==> config.mk <==
export PLATFORM = sky130hd
export DESIGN_NAME = tdm_demux
export DESIGN_NICKNAME = d
export VERILOG_FILES = /design/src/rtl/tdm_demux.sv
export SDC_FILE = /design/constraint.sdc
export NUM_CORES = 1
export LEC_CHECK = 0
export ABC_AREA = 0
export ABC_CLOCK_PERIOD_IN_PS = 1850
export CAP_MARGIN = 20
export CELL_PAD_IN_SITES_DETAIL_PLACEMENT = 1
export CELL_PAD_IN_SITES_GLOBAL_PLACEMENT = 2
export CORE_ASPECT_RATIO = 0.7
export CORE_MARGIN = 8
export CORE_UTILIZATION = 38
export CTS_BUF_LIST = sky130_fd_sc_hd__clkbuf_8
export CTS_CLUSTER_DIAMETER = 30
export DETAILED_ROUTE_END_ITERATION = 7
export GPL_ROUTABILITY_DRIVEN = 0
export PLACE_DENSITY = 0.79
export SLEW_MARGIN = 20
export SYNTH_ARGS = -nofsm -noshare
export SYNTH_HDL_FRONTEND = slang
export SYNTH_SLANG_ARGS = --single-unit
==> constraint.sdc <==
create_clock -name clk -period 1.85 [get_ports clk]
set_input_delay 0.185 -clock clk [delete_from_list [all_inputs] [get_ports clk]]
set_output_delay 0.185 -clock clk [all_outputs]
set_load 0.02 [all_outputs]
==> src/rtl/tdm_demux.sv <==
// TDM lane demultiplexer: steers serial words into NCH channel slots using a frame-sync marker
// and presents each completed frame in parallel. Optional macro: TDM_DEMUX_SYNC_ERR_EN.
module tdm_demux #(
  parameter int NCH   = 4,
  parameter int WIDTH = 8,
  parameter int CW    = 2
) (
  input  logic                   clk,
  input  logic                   rst_n,
  input  logic [WIDTH-1:0]       in_data,
  input  logic                   in_valid,
  input  logic                   in_sync,
  output logic                   in_ready,
  output logic [NCH*WIDTH-1:0]   frame_data,
  output logic                   frame_valid,
  input  logic                   frame_ready,
  output logic                   locked,
  output logic                   sync_err
);

  localparam logic [CW-1:0] LAST = CW'(NCH - 1);

  typedef enum logic {
    HUNT = 1'b0,
    LOCK = 1'b1
  } state_t;

  state_t               state;
  logic [CW-1:0]        idx;
  logic [CW-1:0]        idx_step;
  logic [NCH*WIDTH-1:0] next_frame;
  logic                 in_lock;
  logic                 at_last;
  logic                 accept;
  logic                 complete;

  assign in_lock  = (state == LOCK);
  assign at_last  = (idx == LAST);
  // Only the completing word can stall, and only while the output bank is still occupied.
  assign in_ready = !(frame_valid && !frame_ready && in_lock && at_last);
  assign accept   = in_valid && in_ready;
  assign complete = accept && in_lock && !in_sync && at_last;

  generate
    if ((1 << CW) == NCH) begin : g_wrap
      assign idx_step = idx + CW'(1);
    end else begin : g_cmp
      assign idx_step = at_last ? '0 : idx + CW'(1);
    end
  endgenerate

  // Shadow slots 0..NCH-2; the last channel word goes straight into the output bank.
  genvar gi;
  generate
    for (gi = 0; gi < NCH - 1; gi++) begin : g_slot
      logic             wr;
      logic [WIDTH-1:0] slot;

      if (gi == 0) begin : g_first
        assign wr = accept && in_sync;
      end else begin : g_rest
        assign wr = accept && in_lock && !in_sync && (idx == CW'(gi));
      end

      always_ff @(posedge clk or negedge rst_n) begin
        if (!rst_n) begin
          slot <= '0;
        end else if (wr) begin
          slot <= in_data;
        end
      end

      assign next_frame[gi*WIDTH +: WIDTH] = slot;
    end
  endgenerate

  assign next_frame[(NCH-1)*WIDTH +: WIDTH] = in_data;

  always_ff @(posedge clk or negedge rst_n) begin
    if (!rst_n) begin
      state  <= HUNT;
      idx    <= '0;
      locked <= 1'b0;
    end else if (accept) begin
      if (in_sync) begin
        state  <= LOCK;
        locked <= 1'b1;
        idx    <= CW'(1);
      end else if (in_lock) begin
        if (idx == '0) begin
          state  <= HUNT;
          locked <= 1'b0;
        end else begin
          idx <= idx_step;
        end
      end
    end
  end

  always_ff @(posedge clk or negedge rst_n) begin
    if (!rst_n) begin
      frame_data  <= '0;
      frame_valid <= 1'b0;
    end else if (complete) begin
      frame_data  <= next_frame;
      frame_valid <= 1'b1;
    end else if (frame_valid && frame_ready) begin
      frame_valid <= 1'b0;
    end
  end

`ifdef TDM_DEMUX_SYNC_ERR_EN
  logic err_event;

  // Sync mid-frame (resync) or a missing sync at frame start while locked.
  assign err_event = accept && in_lock && (in_sync ? (idx != '0) : (idx == '0));

  always_ff @(posedge clk or negedge rst_n) begin
    if (!rst_n) begin
      sync_err <= 1'b0;
    end else begin
      sync_err <= err_event;
    end
  end
`else
  assign sync_err = 1'b0;
`endif

endmodule
==> flow_summary_export.csv <==
group,metric,value,unit
yosys,ys_ff_latch,61,
global_route,grt_overflow,0,
setup_path,path_class,"reg -> out",
finish,synthToLayoutAreaGrowth,31.81,%
detailed_routing,antenna_left,0,
detailed_routing,drt-wirelength-per-cell,17.64,um
yosys,synth.most_common_cell,"dfrtp_1",
timing,setup_ws,0.1195,ns
floorplan,die_w,114.4,um
setup_path,cp.required,1.66,ns
global_route,track_usage,12.59,%
timing,layout_min_cycle_time,1.731,ns
detailed_routing,dr.first_iter.drc_count,36,
clocking,cts-root-buf,"clkbuf_8",
timing,fin_tns_setup,0,ns
run_status,outcome,"finished clean",
floorplan,die_area,9712,um^2
yosys,syn_inst,153,
clocking,cts.sinks,61,
placed_design,preCtsSetupSlack,0.06374,ns
yosys,synth-edff-count,0,
yosys,synth_area_leaders,"dfrtp_1 59%, mux2_4 19%, mux2_2 10%",
placed_design,portBuffers,47,
finish,finalNetCount,229,
clocking,h-tree-depth,3,
detailed_routing,viasPerCell,4.748,
setup_path,reg2reg_slack,0.14,ns
timing,final.setup_skew,0.007943,ns
setup_path,cp-end-kind,"output port",
clocking,clockBufferDepth,2,
timing,final-max-slew-violation-count,0,
timing,relSlewSlack,57.35,%
floorplan,core,6663,um^2
detailed_routing,vias,1467,
power,leakagePower,0.001602,uW
yosys,synthesis.area,2576,um^2
floorplan,start_util,38.67,%
yosys,syn-num-nets,170,
timing,hold_viol_final,0,
global_route,grt_first_pass_wirelength,9439,um
yosys,synth_cell_types,24,
detailed_routing,drtPass1Iterations,4,
clocking,clkLatencyLatePin,0.33,ns
hold_path,min_path_type,"in -> async",
clocking,path_clk_slew,0.07,ns
yosys,async_flop_share,100.0,%
yosys,synth_top_area_share,59.25,%
finish,antennaDiodeCount,0,
global_route,grt_pass1_vias,1752,
timing,rsz0062_at_grt,"false",
job,maxCapViolations,0,
power,p_per_area,1612,nW/um^2
global_route,grt_max_degree,36,
floorplan,rows,25,
timing,tightestPinTransition,0.6397,ns
timing,max_freq,577.9,MHz
timing,setup_viol,0,
detailed_routing,route.detailed.drc,0,
yosys,avgSynthCellArea,16.84,um^2
yosys,yosysWarnings,0,
detailed_routing,wl,5452,um
setup_path,critPathLaunchType,"flip-flop",
yosys,yosysSeqAreaShare,59.25,%
global_route,antenna_found_initial,0,
clocking,cts_buffers,9,
placed_design,dp_hpwl,3880,um
floorplan,boundaryPins,49,
yosys,synth_flop_cell,"dfrtp_1",
yosys,yosys.area.top_type,"dfrtp_1",
setup_path,cp.arrival,1.55,ns
yosys,synth_common_cells,"61 x dfrtp_1, 32 x mux2_4, 24 x mux2_2, 4 x buf_6, 4 x ha_1",
clocking,cts_tree,"built",
floorplan,dieHeight,84.89,um
power,irDropWorstVdd,0.0006849,V
finish,drive_above_1_share,38.60,%
setup_path,crit_fanout,7,
timing,fin_crit_sh,93.54,%
repair_timing:
action,in CTS,in global routing
hold buffers,1,0
hold endpoints to repair,26,0
gates resized for setup,2,2
buffers inserted,0,0
setup endpoints to repair,1,4
per-stage QoR:
step	hold WS [ns]	instances	utilization (%)	cell area [um^2]	total power (uW)
after floorplan	-0.1106	153	-	2576	3419
after global placement	0.2238	294	47.94	3194	4294
after detailed placement	0.2411	294	47.94	3194	4386
after CTS	0.4228	309	50.93	3393	5551
after global routing	0.4578	309	50.97	3396	5807
final	0.4133	309	50.97	3396	5473
worst paths after layout:
path	start	depth (start not counted)	to
worst max-delay path	idx[0]$_DFFE_PN0P_	3	in_ready
worst min-delay path	rst_n	2	in_lock$_DFFE_PN0P_
worst max register to register	idx[0]$_DFFE_PN0P_	5	g_slot[0].slot[3]$_DFFE_PN0P_
worst min register to register	g_slot[0].slot[6]$_DFFE_PN0P_	1	frame_data[6]$_DFFE_PN0P_
max in group asynchronous	rst_n	3	g_slot[1].slot[2]$_DFFE_PN0P_
min in group clk	g_slot[0].slot[6]$_DFFE_PN0P_	1	frame_data[6]$_DFFE_PN0P_
report_power, final:
part | leakage [uW] | total, uW | internal, uW | switching (uW)
clock | 0.0000902 | 1120 | 640 | 480
sequential | 0.000753 | 2230 | 1870 | 357
combinational | 0.000760 | 2120 | 1240 | 881
total | 0.00160 | 5470 | 3760 | 1720
cells by family (layout without fill, tap and decap cells):
kind of cell	after synthesis	after routing	synth area share, %
buffers and inverters	8	70	2.622
AO/OA/AOI/OAI	4	4	1.214
adder cells (fa/ha/maj)	4	4	1.943
AND/OR/NAND/NOR	19	19	5.683
other	1	1	0.1456
flip-flops	61	61	59.25
multiplexers	56	56	29.14
per-layer routing:
layer,vias to the layer above,global-route usage [%],wire length [um]
li1,655,-,-
met1,760,15.57,2484
met2,45,18.84,2488
met3,7,6.591,442
met4,0,3.129,36
met5,-,0,0
state kept, by name (all words and copies together), names as in the netlist:
name and flops:
frame_data 32, frame_valid 1, g_slot.slot 24, idx 2
in_lock 1, locked 1
final cells by class:
class                      instances  area, um^2
timing repair buffer              54       570.5
inverter                           2       7.507
fill                             642        3267
clock inverter                     4       50.05
sequential                        61        1528
clock buffer                      10       137.6
tap                               94       117.6
multi-input combinational         84       984.7
cell usage in the layout, fill, tap and decap left out, types with 2 or more instances in the layout:
master	instances
clkdlybuf4s50_1	45
clkinvlp_4	2
ha_1	3
nand2_1	2
nor3_1	2
dfrtp_1	60
nand3_2	2
mux2_2	24
mux2_4	32
inv_1	2
buf_4	2
buf_12	4
a21o_1	2
nor2b_1	3
clkbuf_8	10
and4_1	2
worst max-delay path, stage by stage (launching register included):
cell and delay [ns]:
dfrtp_2 0.41, ha_2 0.24, nand4b_2 0.22, clkdlybuf4s15_1 0.34
Note: power is estimated with default switching activity, not from simulation.
